**config.mk**
```make
export PLATFORM = sky130hd
export DESIGN_NAME = pixel_scanout
export DESIGN_NICKNAME = d
export VERILOG_FILES = /design/src/rtl/gpu_pkg.sv /design/src/rtl/scanout_fifo.sv /design/src/rtl/pixel_scanout.sv
export SDC_FILE = /design/constraint.sdc
export NUM_CORES = 1
export LEC_CHECK = 0
export CORE_MARGIN = 1
export CORE_UTILIZATION = 25
export DETAILED_ROUTE_END_ITERATION = 8
export HOLD_SLACK_MARGIN = 0.06
export PLACE_DENSITY_LB_ADDON = 0.15
export SYNTH_ARGS = -nofsm -noshare
export SYNTH_HDL_FRONTEND = slang
export SYNTH_HIERARCHICAL = 1
export SYNTH_SLANG_ARGS = --single-unit
```
**constraint.sdc**
```tcl
create_clock -name i_clk -period 3.6 [get_ports i_clk]
set_clock_uncertainty 0.15 [all_clocks]
set_input_delay 0.36 -clock i_clk [delete_from_list [all_inputs] [get_ports i_clk]]
set_output_delay 0.36 -clock i_clk [all_outputs]
set_load 0.005 [all_outputs]
```
**src/rtl/gpu_pkg.sv**
```systemverilog
// Shared defaults and scanout state encoding for the pixel scanout path.
package gpu_pkg;
    localparam int X_MAX_DEF      = 1920;
    localparam int Y_MAX_DEF      = 1080;
    localparam int PIX_W_DEF      = 24;
    localparam int ADDR_W_DEF     = 21;
    localparam int FIFO_DEPTH_DEF = 8;

    typedef enum logic [1:0] {
        ST_IDLE  = 2'd0,
        ST_FETCH = 2'd1,
        ST_DRAIN = 2'd2
    } scan_state_t;
endpackage

```
**src/rtl/scanout_fifo.sv**
```systemverilog
// Synchronous first-word-fall-through FIFO holding returned pixels.
module scanout_fifo #(
    parameter int DEPTH = 8,
    parameter int W     = 24
) (
    input  logic                       i_clk,
    input  logic                       i_reset,
    input  logic                       i_push,
    input  logic [W-1:0]               i_data,
    input  logic                       i_pop,
    output logic [W-1:0]               o_data,
    output logic                       o_empty,
    output logic [$clog2(DEPTH):0]     o_count
);
    localparam int AW = $clog2(DEPTH);
    localparam int CW = AW + 1;

    logic [W-1:0]  r_mem [DEPTH];
    logic [AW-1:0] r_wr_ptr;
    logic [AW-1:0] r_rd_ptr;
    logic [CW-1:0] r_count;
    logic          w_full;
    logic          w_do_push;
    logic          w_do_pop;

    assign w_full    = (r_count == CW'(DEPTH));
    assign o_empty   = (r_count == '0);
    assign w_do_push = i_push && !w_full;
    assign w_do_pop  = i_pop && !o_empty;
    assign o_data    = r_mem[r_rd_ptr];
    assign o_count   = r_count;

    always_ff @(posedge i_clk) begin
        if (w_do_push) begin
            r_mem[r_wr_ptr] <= i_data;
        end
    end

    always_ff @(posedge i_clk) begin
        if (i_reset) begin
            r_wr_ptr <= '0;
            r_rd_ptr <= '0;
            r_count  <= '0;
        end else begin
            if (w_do_push) r_wr_ptr <= r_wr_ptr + AW'(1);
            if (w_do_pop)  r_rd_ptr <= r_rd_ptr + AW'(1);
            case ({w_do_push, w_do_pop})
                2'b10:   r_count <= r_count + CW'(1);
                2'b01:   r_count <= r_count - CW'(1);
                default: r_count <= r_count;
            endcase
        end
    end
endmodule

```
**src/rtl/pixel_scanout.sv**
```systemverilog
// Walks the framebuffer in raster order, credit-limits reads against the
// return FIFO, and tags each outgoing pixel with its coordinates.
//
// state    | meaning
// ---------+-----------------------------------------------------------
// ST_IDLE  | no frame in progress; waits for i_enable
// ST_FETCH | issuing reads while outstanding + buffered < FIFO_DEPTH
// ST_DRAIN | all reads issued; waiting for the last pixel to leave
module pixel_scanout
    import gpu_pkg::*;
#(
    parameter int X_MAX      = X_MAX_DEF,
    parameter int Y_MAX      = Y_MAX_DEF,
    parameter int PIX_W      = PIX_W_DEF,
    parameter int ADDR_W     = ADDR_W_DEF,
    parameter int FIFO_DEPTH = FIFO_DEPTH_DEF
) (
    input  logic              i_clk,
    input  logic              i_reset,
    input  logic              i_enable,
    output logic              o_rd_req,
    output logic [ADDR_W-1:0] o_rd_addr,
    input  logic              i_rd_ack,
    input  logic              i_rd_valid,
    input  logic [PIX_W-1:0]  i_rd_data,
    output logic              o_pix_valid,
    input  logic              i_pix_ready,
    output logic [PIX_W-1:0]  o_pix_data,
    output logic [10:0]       o_pix_x,
    output logic [10:0]       o_pix_y,
    output logic              o_pix_sof,
    output logic              o_pix_eol,
    output logic              o_frame_done
);
    localparam int CW = $clog2(FIFO_DEPTH) + 1;
    localparam int SW = CW + 1;
    localparam logic [ADDR_W-1:0] LAST_ADDR = ADDR_W'(X_MAX * Y_MAX - 1);
    localparam logic [10:0]       X_LAST    = 11'(X_MAX - 1);
    localparam logic [10:0]       Y_LAST    = 11'(Y_MAX - 1);

    scan_state_t       r_state;
    scan_state_t       w_state_next;
    logic [ADDR_W-1:0] r_rd_addr;
    logic [CW-1:0]     r_outstanding;
    logic [10:0]       r_pix_x;
    logic [10:0]       r_pix_y;
    logic              r_frame_done;
    logic [CW-1:0]     w_fifo_count;
    logic              w_fifo_empty;
    logic              w_credit;
    logic              w_rd_req;
    logic              w_accept;
    logic              w_push;
    logic              w_pop;
    logic              w_last_pix;

    // Reads still in flight count against FIFO space so returns never overflow.
    assign w_credit   = ({1'b0, r_outstanding} + {1'b0, w_fifo_count}) < SW'(FIFO_DEPTH);
    assign w_accept   = w_rd_req && i_rd_ack;
    assign w_push     = i_rd_valid && (r_outstanding != '0);
    assign w_pop      = o_pix_valid && i_pix_ready;
    assign w_last_pix = w_pop && (r_pix_x == X_LAST) && (r_pix_y == Y_LAST);

    always_comb begin
        w_state_next = r_state;
        w_rd_req     = 1'b0;
        case (r_state)
            ST_IDLE: begin
                if (i_enable) w_state_next = ST_FETCH;
            end
            ST_FETCH: begin
                w_rd_req = w_credit;
                if (w_rd_req && i_rd_ack && (r_rd_addr == LAST_ADDR)) w_state_next = ST_DRAIN;
            end
            ST_DRAIN: begin
                if (w_last_pix) w_state_next = i_enable ? ST_FETCH : ST_IDLE;
            end
            default: w_state_next = ST_IDLE;
        endcase
    end

    always_ff @(posedge i_clk) begin
        if (i_reset) begin
            r_state       <= ST_IDLE;
            r_rd_addr     <= '0;
            r_outstanding <= '0;
            r_pix_x       <= '0;
            r_pix_y       <= '0;
            r_frame_done  <= 1'b0;
        end else begin
            r_state      <= w_state_next;
            r_frame_done <= w_last_pix;
            if (w_accept) begin
                r_rd_addr <= (r_rd_addr == LAST_ADDR) ? '0 : r_rd_addr + ADDR_W'(1);
            end
            case ({w_accept, w_push})
                2'b10:   r_outstanding <= r_outstanding + CW'(1);
                2'b01:   r_outstanding <= r_outstanding - CW'(1);
                default: r_outstanding <= r_outstanding;
            endcase
            if (w_pop) begin
                if (r_pix_x == X_LAST) begin
                    r_pix_x <= '0;
                    r_pix_y <= (r_pix_y == Y_LAST) ? '0 : r_pix_y + 11'd1;
                end else begin
                    r_pix_x <= r_pix_x + 11'd1;
                end
            end
        end
    end

    scanout_fifo #(
        .DEPTH (FIFO_DEPTH),
        .W     (PIX_W)
    ) u_fifo (
        .i_clk   (i_clk),
        .i_reset (i_reset),
        .i_push  (w_push),
        .i_data  (i_rd_data),
        .i_pop   (w_pop),
        .o_data  (o_pix_data),
        .o_empty (w_fifo_empty),
        .o_count (w_fifo_count)
    );

    assign o_rd_req     = w_rd_req;
    assign o_rd_addr    = r_rd_addr;
    assign o_pix_valid  = !w_fifo_empty;
    assign o_pix_x      = r_pix_x;
    assign o_pix_y      = r_pix_y;
    assign o_pix_sof    = o_pix_valid && (r_pix_x == '0) && (r_pix_y == '0);
    assign o_pix_eol    = o_pix_valid && (r_pix_x == X_LAST);
    assign o_frame_done = r_frame_done;
endmodule

```
==> impl_metrics.py, run 1 <==
metrics = {
    "status": {
        "status": "finished, final reports clean",
    },
    "logic_synthesis": {
        "async_reset_ff_share_pct": 0,
        "ys_seq_area_share_pct": 66.7,
        "syn_area_um2": 10500,
        "synth_cells": 658,
        "ys_ff_latch": 255,
        "synth_top_family_by_area": "multiplexers",
        "yosys_most_used_dff": "edfxtp_1",
        "synth_top_area_share_pct": 54.7,
        "synth_nets": 705,
        "ys_warn_count": 6,
        "netlist_top_cells_area": "edfxtp_1 (55%), dfxtp_1 (12%), mux4_2 (10%), ha_1 (1.9%), a21oi_1 (1.8%)",
        "yosysTopAreaCell": "edfxtp_1",
        "syn_area_per_cell_um2": 16.0,
        "synth_simple_gate_area_share_pct": 8.84,
        "synthAdderAreaFrac_pct": 2.09,
        "synthDistinctLibCells": 53,
        "synth_edf_count": 192,
        "muxShareOfSynthArea_pct": 13.9,
        "synth_compound_area_share_pct": 4.70,
        "yosys.area_share.xor_xnor_pct": 1.74,
    },
    "timing": {
        "tns_ps": 0,
        "hold_viol": 0,
        "max_slew_margin_pct": 58.9,
        "tightestPinTransition_ps": 615,
        "period_needed_ps": 3170,
        "fmax_mhz": 316,
        "finalSetupViolations": 0,
        "grt_setup_unrepaired": "no",
        "min_period_over_period_pct": 87.9,
        "drv_slew": 0,
    },
    "floorplanning": {
        "rows": 74,
        "io_pins": 102,
        "initial_core_util_pct": 25.6,
        "die_y_um": 207,
        "fp.dieArea_um2": 43000,
        "core_um2": 41200,
        "fp.dieW_um": 207,
    },
    "flow_run": {
        "cap_violations": 0,
    },
    "cts": {
        "cts_root_buf": "clkbuf_16",
        "clock_sinks": 255,
        "htreeDepth": 1,
        "clk_latency_ps": 570,
        "clk_pin_slew_ps": 60,
        "cts_resized": 0,
        "cts_tree": "yes",
        "cts_hold_buf": 0,
        "clock_path_buffers": 3,
        "cts_setup_buffers": 0,
        "cts_inserted_buffers": 30,
    },
    "cells_and_area": {
        "drive_gt1_share_pct": 18.4,
        "n_antenna_cell": 0,
        "n_fill_cell": 4019,
        "syn_to_final_growth_pct": 25.4,
        "nNetsFinal": 833,
    },
    "min_path": {
        "hold_path.class": "in -> reg",
    },
    "drt": {
        "drt_iter0_drc": 228,
        "via_per_inst": 4.50,
        "drc": 0,
        "drt-total-wl_mm": 24.9,
        "firstDrtPassIters": 4,
        "vias": 6025,
        "wl_per_cell_um": 18.6,
        "ant_nets": 0,
    },
    "critical_path": {
        "critical_path_required_ps": 3090,
        "worstPathCellList": "buf_4 -> mux4_2 -> mux2_2 -> clkdlybuf4s50_1",
        "cp_max_fo": 12,
        "slowest_stage": "mux4_2",
        "crit_arrival_ps": 2660,
        "cp_slowest_stage_delay_ps": 520,
        "crit_buf_inv": 2,
        "start_kind": "register",
        "end_kind": "primary output",
        "crit_type": "reg -> out",
        "path_delay_family": "multiplexers",
    },
    "pwr": {
        "power.density_nw_per_um2": 544,
        "total_power_w": 0.00719,
        "vdd_ir_drop_max_mv": 0.371,
        "p_leak_nw": 4.11,
    },
    "placement": {
        "numPortBuffers": 101,
        "gp_routability_congestion": 0.721,
        "dp_hpwl_mm": 14.4,
    },
    "global_route": {
        "grt_max_degree": 49,
        "antenna_found_initial": 0,
        "grt_pass1_wl_mm": 38.9,
        "first_global_vias": 6437,
        "grt_usage_pct": 11.7,
        "grt_overflow": 0,
    },
}
registers in the layout, summed over array words and instances (netlist names), named ones only:
signal           cells
r_outstanding        4
u_fifo/o_count       4
u_fifo/r_wr_ptr      3
o_rd_addr           21
o_pix_x             11
r_state              2
o_pix_y             11
o_frame_done         1
u_fifo/r_mem       192
u_fifo/r_rd_ptr      3
worst paths after layout:
kind / depth (start not counted) / startpoint / to / slack, ps
max: 4 / register / o_pix_data[20] / 430
min reg2reg: 2 / o_rd_addr[20]$_SDFFE_PP0P_ / o_rd_addr[20]$_SDFFE_PP0P_ / 350
max reg2reg: 11 / u_fifo/o_count[1]$_SDFFE_PP0P_ / u_fifo/o_count[2]$_SDFFE_PP0P_ / 460
min: 3 / i_enable / r_state[0]$_SDFFE_PP0P_ / 320
stage by stage:
step                std cells  hold WS, ps  setup slack, ps  instance area, um2  util (%)
global route             1338          358              198               13200      32.1
detailed placement       1286          344              439               12300      29.9
finish                   1338          320              435               13200      32.1
global placement         1286          351              469               12300      29.9
floorplan                 658          309              334               10500         -
CTS                      1338          289              326               13200      32.1
cell type report:
class / instances / area (um2) / share of cell area (%)
Clock buffer: 43 / 800 / 6.05
Clock inverter: 9 / 119 / 0.899
Timing Repair Buffer: 120 / 1180 / 8.92
Tap cell: 532 / 666 / 5.04
Inverter: 17 / 63.8 / 0.483
Multi-Input combinational cell: 362 / 3360 / 25.4
Sequential cell: 255 / 7030 / 53.2
kinds of logic after synthesis:
group	Yosys count
AOI/OAI and AO/OA	80
xor gates and xnor gates	21
adders and majority gates	17
buffers and inverters	41
DFF	255
muxes	79
and+or+nand+nor	165
layout by cell type (no fill, tap or decap), types with 5 or more instances in the layout:
| master | instances |
|---|---|
| ha_1 | 16 |
| a21oi_1 | 38 |
| clkdlybuf4s50_1 | 101 |
| clkbuf_1 | 13 |
| clkbuf_16 | 30 |
| or3_1 | 19 |
| nand2_1 | 15 |
| xnor2_1 | 7 |
| mux2_2 | 13 |
| nor4_1 | 6 |
| mux4_2 | 48 |
| mux2_4 | 12 |
| or4_1 | 13 |
| nand3_1 | 15 |
| nor2_1 | 40 |
| o21ai_0 | 18 |
| dfxtp_1 | 60 |
| nand4_1 | 18 |
| xor2_1 | 14 |
| edfxtp_1 | 192 |
| inv_1 | 17 |
| buf_4 | 17 |
| o31ai_1 | 12 |
| mux2i_1 | 5 |
synthesized netlist by cell type (2+ instances only):
| library cell | count |
|---|---|
| xnor2_1 | 7 |
| or4_1 | 13 |
| dfxtp_1 | 63 |
| nand2_1 | 15 |
| nand4b_1 | 2 |
| a21oi_1 | 38 |
| xor2_1 | 14 |
| nor4bb_1 | 2 |
| nand3_1 | 15 |
| edfxtp_1 | 192 |
| nor3_1 | 6 |
| mux4_2 | 48 |
| inv_1 | 17 |
| ha_1 | 16 |
| and3_1 | 2 |
| or3_1 | 19 |
| or4_4 | 3 |
| nor2_1 | 43 |
| mux2i_1 | 5 |
| o41ai_1 | 2 |
| mux2_2 | 13 |
| nand2b_1 | 4 |
| o41a_1 | 2 |
| nor2b_1 | 4 |
| buf_12 | 2 |
| buf_2 | 9 |
| buf_1 | 2 |
| or2_1 | 2 |
| nand4_1 | 18 |
| and4_1 | 3 |
| nor4_1 | 7 |
| mux2_4 | 12 |
| buf_6 | 2 |
| clkbuf_1 | 8 |
| or4b_2 | 2 |
| o21ai_0 | 18 |
| o31ai_1 | 12 |
power by group:
part           internal [W]  total (W)  switching (W)
Clock               0.00168    0.00288        0.00120
Sequential          0.00332    0.00340      0.0000845
Combinational      0.000484   0.000912       0.000428
Total               0.00548    0.00719        0.00171
worst reg2reg max path, stage by stage (launching register included):
cell     delay (ps)
dfxtp_1         490
or3_1           260
nor2_1          120
nor2b_1         390
o41a_1          370
ha_1            310
xor2_1          170
ha_1            160
a21oi_1          50
xor2_1          160
or3_1           300
a21oi_1         130
per-layer routing:
layer	track usage, %	vias to the layer above	share of wire [%]
met5	0	-	0
met4	3.04	0	2.5
met3	2.48	43	4.0
met2	19.5	119	47
met1	15.3	2995	46
li1	-	2868	-
(Power assumes the default switching activity.)
==> run 2: changes to the inputs <==
==> constraint.sdc (replaced) <==
create_clock -name i_clk -period 3.35 [get_ports i_clk]
set_clock_uncertainty 0.15 [all_clocks]
set_input_delay 0.335 -clock i_clk [delete_from_list [all_inputs] [get_ports i_clk]]
set_output_delay 0.335 -clock i_clk [all_outputs]
set_load 0.005 [all_outputs]
==> run 2 against run 1 <==
Net effect:
- non-clock buffer count rose by 16
- combinational power grew 11%
- register-to-register slack got worse by 100 ps
- total power rose by 13%
- critical endpoint is now o_pix_data[6]
- largest cell class unchanged
- largest power group unchanged
==> impl_metrics.py, run 2 (synthesized netlist as in run 1, its figures left out) <==
metrics = {
    "timing": {
        "min_period_over_period_pct": 91.3,
        "grt_setup_unrepaired": "no",
        "max_slew_margin_pct": 62.5,
        "finalSetupViolations": 0,
        "tightestPinTransition_ps": 563,
        "worst_slack_ps": 292,
        "fmax_mhz": 327,
        "tns_ps": 0,
        "hold_viol": 0,
        "period_needed_ps": 3060,
        "drv_slew": 0,
    },
    "cts": {
        "cts_setup_buffers": 0,
        "clock_sinks": 255,
        "cts_inserted_buffers": 30,
        "cts_tree": "yes",
        "clk_pin_slew_ps": 60,
        "clock_path_buffers": 3,
        "cts_root_buf": "clkbuf_16",
        "cts_resized": 0,
        "clk_latency_ps": 570,
        "cts_hold_buf": 0,
        "htreeDepth": 1,
    },
    "pwr": {
        "p_leak_nw": 4.28,
        "p_sw_w": 0.00188,
        "vdd_ir_drop_max_mv": 0.399,
        "pwr-share-seq_pct": 44.7,
        "comb_power_share_pct": 12.4,
        "p_int_w": 0.00628,
        "clockPowerShare_pct": 42.8,
        "total_power_w": 0.00816,
        "power.density_nw_per_um2": 603,
        "switching_share_pct": 23.1,
    },
    "min_path": {
        "hold_path.class": "in -> reg",
    },
    "global_route": {
        "grt_pass1_wl_mm": 39.0,
        "grt_overflow": 0,
        "grt_max_degree": 41,
        "first_global_vias": 6447,
        "antenna_found_initial": 0,
        "grt_usage_pct": 11.8,
    },
    "floorplanning": {
        "die_y_um": 207,
        "core_um2": 41200,
        "rows": 74,
        "initial_core_util_pct": 25.6,
        "io_pins": 102,
        "fp.dieArea_um2": 43000,
        "fp.dieW_um": 207,
    },
    "cells_and_area": {
        "syn_to_final_growth_pct": 28.4,
        "top_register": "u_fifo/r_mem",
        "drive_gt1_share_pct": 21.1,
        "layout_common_cells": "edfxtp_1 (192), clkdlybuf4s50_1 (101), dfxtp_1 (60), mux4_2 (48), nor2_1 (40)",
        "final_common_cell": "edfxtp_1",
        "finalInstanceArea_um2": 13500,
        "n_antenna_cell": 0,
        "n_fill_cell": 4006,
        "largest_register_ffs": 192,
        "nNetsFinal": 849,
    },
    "drt": {
        "ant_nets": 0,
        "wl_per_cell_um": 18.3,
        "drt-total-wl_mm": 24.8,
        "drt_iter0_drc": 232,
        "via_per_inst": 4.47,
        "firstDrtPassIters": 4,
        "drc": 0,
        "vias": 6066,
    },
    "critical_path": {
        "cp_max_fo": 22,
        "crit_type": "reg -> out",
        "critical_path_required_ps": 2860,
        "start_kind": "register",
        "crit_arrival_ps": 2570,
        "end_kind": "primary output",
    },
    "placement": {
        "gp_routability_congestion": 0.728,
        "numPortBuffers": 101,
        "place_area_um2": 12400,
        "dp_hpwl_mm": 14.2,
        "dp_worst_setup_slack_ps": 224,
    },
    "flow_run": {
        "cap_violations": 0,
    },
    "status": {
        "status": "finished, final reports clean",
    },
}
[run 2: cell count changes in the layout (fill, tap and decap cells not counted)]
cell        before  now
clkinvlp_4       0    2
buf_4           17   29
clkinv_4         1    0
clkinv_1         4    7
buf_12           2    6
bufinv_16        2    7
clkinv_2         1    5
clkbuf_1        13    2
[run 2: critical path: stages, from the launching register on]
cell and delay [ps]:
dfxtp_4 480, buf_12 260, mux4_2 520, mux2_2 280, clkdlybuf4s50_1 450
[run 2: final cells by class]
type | count | area, um2 | area share, %
inverter | 17 | 63.8 | 0.471
sequential | 255 | 7030 | 52.0
timing repair buffer | 136 | 1350 | 9.97
clock inverter | 22 | 307 | 2.26
multi-input combinational | 362 | 3360 | 24.8
tap | 532 | 666 | 4.92
clock buffer | 32 | 758 | 5.60
[run 2: power by group through the flow]
stage / registers (W) / clock network, W / logic, W
6_report: 0.00365 / 0.00350 / 0.00101
5_1_grt: 0.00366 / 0.00374 / 0.00112
4_1_cts: 0.00366 / 0.00363 / 0.00103
3_5_place_dp: 0.00372 / 0 / 0.00103
3_3_place_gp: 0.00372 / 0 / 0.00103
2_1_floorplan: 0.00370 / 0 / 0.000566
[run 2: path summary, 6_finish.rpt]
path                               endpoint                            from  depth (start not counted)  slack (ps)
min reg2reg      o_rd_addr[19]$_SDFFE_PP0P_      o_rd_addr[19]$_SDFFE_PP0P_                          2         360
max reg2reg  u_fifo/o_count[2]$_SDFFE_PP0P_  u_fifo/o_count[1]$_SDFFE_PP0P_                         11         360
min                 r_state[0]$_SDFFE_PP0P_                        i_rd_ack                          4         260
max                           o_pix_data[6]                        register                          4         290
[run 2: layer usage]
metal	part of all wire, %	wire length, um	global-route usage, %	vias up
met5	0	0	0	-
met4	2.2	535	2.88	0
met3	3.8	942	2.42	39
met2	47	11700	19.5	116
met1	47	11700	15.7	3004
li1	-	-	-	2907
[run 2: through the flow]
stage / std cells / util, % / hold slack, ps
5_1_grt: 1356 / 32.8 / 255
3_3_place_gp: 1290 / 30.0 / 344
3_5_place_dp: 1290 / 30.0 / 355
4_1_cts: 1344 / 32.6 / 232
2_1_floorplan: 658 / - / 284
6_report: 1356 / 32.8 / 260
==> run 3: changes to the inputs <==
--- a/config.mk
+++ b/config.mk
@@ -12,5 +12,4 @@
 export PLACE_DENSITY_LB_ADDON = 0.15
 export SYNTH_ARGS = -nofsm -noshare
 export SYNTH_HDL_FRONTEND = slang
-export SYNTH_HIERARCHICAL = 1
 export SYNTH_SLANG_ARGS = --single-unit
==> run 3 against run 2 <==
Net effect:
- setup slack worse by 160 ps
- first-iteration DRC count is 0.86% higher
- maximum frequency is 4.9% lower
- via count is 2.9% lower
- critical path type unchanged
- critical endpoint is now o_rd_req
- largest cell class unchanged
- largest power group unchanged
- highest routed layer unchanged
==> impl_metrics.py, run 3 <==
metrics = {
    "status": {
        "status": "finished, final reports clean",
    },
    "critical_path": {
        "cp_slowest_stage_delay_ps": 600,
        "critPathLaunch": "r_outstanding[3]$_SDFFE_PP0P_",
        "r2r_start": "r_outstanding[3]$_SDFFE_PP0P_",
        "slowest_stage": "clkdlybuf4s50_1",
        "start_kind": "register",
        "worstPathCellList": "ha_1 -> or4b_4 -> a211oi_1 -> clkdlybuf4s50_1",
        "crit_arrival_ps": 2730,
        "end_kind": "primary output",
        "critical_path_required_ps": 2860,
        "cp_max_fo": 4,
        "crit_type": "reg -> out",
    },
    "global_route": {
        "grt-busiest-layer": "met2",
        "grt_pass1_wl_mm": 37.1,
        "first_global_vias": 6269,
        "grt_overflow": 0,
        "grt_usage_pct": 11.5,
        "grtUsageMet2_pct": 19.3,
        "globalRouteMet3Util_pct": 2.36,
        "use_met1_pct": 15.2,
        "antenna_found_initial": 0,
        "grt_max_degree": 49,
    },
    "floorplanning": {
        "rows": 74,
        "fp.dieArea_um2": 42200,
        "core_um2": 40800,
        "initial_core_util_pct": 25.3,
        "io_pins": 102,
        "fp.dieW_um": 205,
        "die_y_um": 205,
    },
    "cts": {
        "cts_setup_buffers": 0,
        "clock_sinks": 255,
        "cts_resized": 0,
        "cts_tree": "yes",
        "cts_hold_buf": 0,
        "clk_pin_slew_ps": 60,
        "clock_path_buffers": 3,
        "clk_latency_ps": 560,
        "htreeDepth": 1,
        "cts_inserted_buffers": 30,
        "cts_root_buf": "clkbuf_16",
    },
    "drt": {
        "via_per_inst": 4.38,
        "wl_per_cell_um": 17.8,
        "vias": 5888,
        "drt-total-wl_mm": 24.0,
        "firstDrtPassIters": 4,
        "ant_nets": 0,
        "drt_iter0_drc": 234,
        "drc": 0,
    },
    "cells_and_area": {
        "largest_register_ffs": 192,
        "layout_common_cells": "edfxtp_1 (192), clkdlybuf4s50_1 (101), nor2_1 (66), dfxtp_1 (61), mux4_2 (48)",
        "nNetsFinal": 838,
        "post-route-util_pct": 32.6,
        "instances_no_fill": 1345,
        "syn_to_final_growth_pct": 28.4,
        "drive_gt1_share_pct": 19.7,
        "n_antenna_cell": 0,
        "top_register": "u_fifo.r_mem",
        "final_common_cell": "edfxtp_1",
    },
    "logic_synthesis": {
        "netlist_top_cells_area": "edfxtp_1 (56%), dfxtp_1 (12%), mux4_2 (10%), xor2_1 (2.6%), mux2_2 (2.6%)",
        "synth_nets": 703,
        "syn_area_um2": 10300,
        "syn_area_per_cell_um2": 15.8,
        "async_reset_ff_share_pct": 0,
        "ys_warn_count": 0,
        "yosys_most_used_dff": "edfxtp_1",
        "ys_seq_area_share_pct": 67.9,
        "synth_edf_count": 192,
        "ys_ff_latch": 255,
        "synth_cells": 655,
        "synthTopCellsByCount": "edfxtp_1 (192), nor2_1 (68), dfxtp_1 (63), mux4_2 (48)",
        "synthDistinctLibCells": 43,
        "synth_most_common_cell": "edfxtp_1",
        "yosysTopAreaCell": "edfxtp_1",
        "synth_top_area_share_pct": 55.7,
    },
    "min_path": {
        "hp-start": "i_enable",
        "hold_path.class": "in -> reg",
    },
    "timing": {
        "tightestPinTransition_ps": 660,
        "tns_ps": 0,
        "grt_setup_unrepaired": "no",
        "min_period_over_period_pct": 96.0,
        "finalSetupViolations": 0,
        "drv_slew": 0,
        "max_slew_margin_pct": 55.7,
        "whs_ps": 321,
        "period_needed_ps": 3220,
        "fmax_mhz": 311,
        "hold_viol": 0,
    },
    "pwr": {
        "power.density_nw_per_um2": 680,
        "total_power_w": 0.00904,
        "p_leak_nw": 4.26,
        "vdd_ir_drop_max_mv": 0.377,
    },
    "placement": {
        "dp.cells": 1289,
        "numPortBuffers": 101,
        "gp_routability_congestion": 0.716,
        "dp_hpwl_mm": 13.7,
    },
    "flow_run": {
        "cap_violations": 0,
    },
}
[run 3: changes by cell type after synthesis, moves of 10 or more]
cell | before | now
a21oi_1 | 38 | 20
o31ai_1 | 12 | 0
nor2_1 | 43 | 68
mux2_2 | 13 | 24
mux2_4 | 12 | 0
o21ai_0 | 18 | 5
nand2_1 | 15 | 31
xor2_1 | 14 | 31
or3_1 | 19 | 4
or4_1 | 13 | 3
[run 3: final cells by class]
type                    instances  area, um2
fillers                      4006      27500
flip-flops and latches        255       7030
multi-input cells             357       3200
repair buffers                129       1320
clock buffers                  34        766
well taps                     532        666
clock inverters                21        241
inverters                      17       63.8
[run 3: kinds of logic (layout without fill, tap and decap cells)]
kind of cell,after synthesis,count (layout),synth area share [%]
flops,255,255,67.9
simple gates,185,185,8.69
mux,74,74,13.2
buf+inv,43,201,1.67
xor+xnor,42,42,3.55
compound gates,38,38,2.62
fa+ha+maj,18,18,2.32
[run 3: where the power goes]
part / internal, W / switching [W]
sequential: 0.00360 / 0.000145
combinational: 0.00115 / 0.000835
clock: 0.00202 / 0.00130
[run 3: critical path, delay by kind of cell (launching register included)]
family	cells	cell delay [ps]
flip-flops	1	330
AND/OR/NAND/NOR	1	530
adder cells (fa/ha/maj)	1	290
buffers and inverters	1	600
AO/OA/AOI/OAI	1	440
[run 3: through the flow]
stage          setup slack, ps  instance area (um2)
6_report                   134                13300
3_5_place_dp              82.9                12300
4_1_cts                   8.38                13300
5_1_grt                   14.8                13300
2_1_floorplan            -66.0                10400
3_3_place_gp               112                12300
[run 3: path summary, 6_finish.rpt]
kind                                                   endpoint  slack, ps  cells after the start
worst min-delay path                    r_state[0]$_SDFFE_PP0P_        320                      4
worst max-delay path                                   o_rd_req        130                      4
worst min register to register  u_fifo.r_wr_ptr[0]$_SDFFE_PP0P_        340                      2
worst max register to register    r_outstanding[3]$_SDFFE_PP0P_        200                     11
[run 3: metal layers]
layer / routed length, um / vias up
li1: - / 2781
met1: 11100 / 2973
met2: 11500 / 97
met3: 926 / 37
met4: 516 / 0
met5: 0 / -
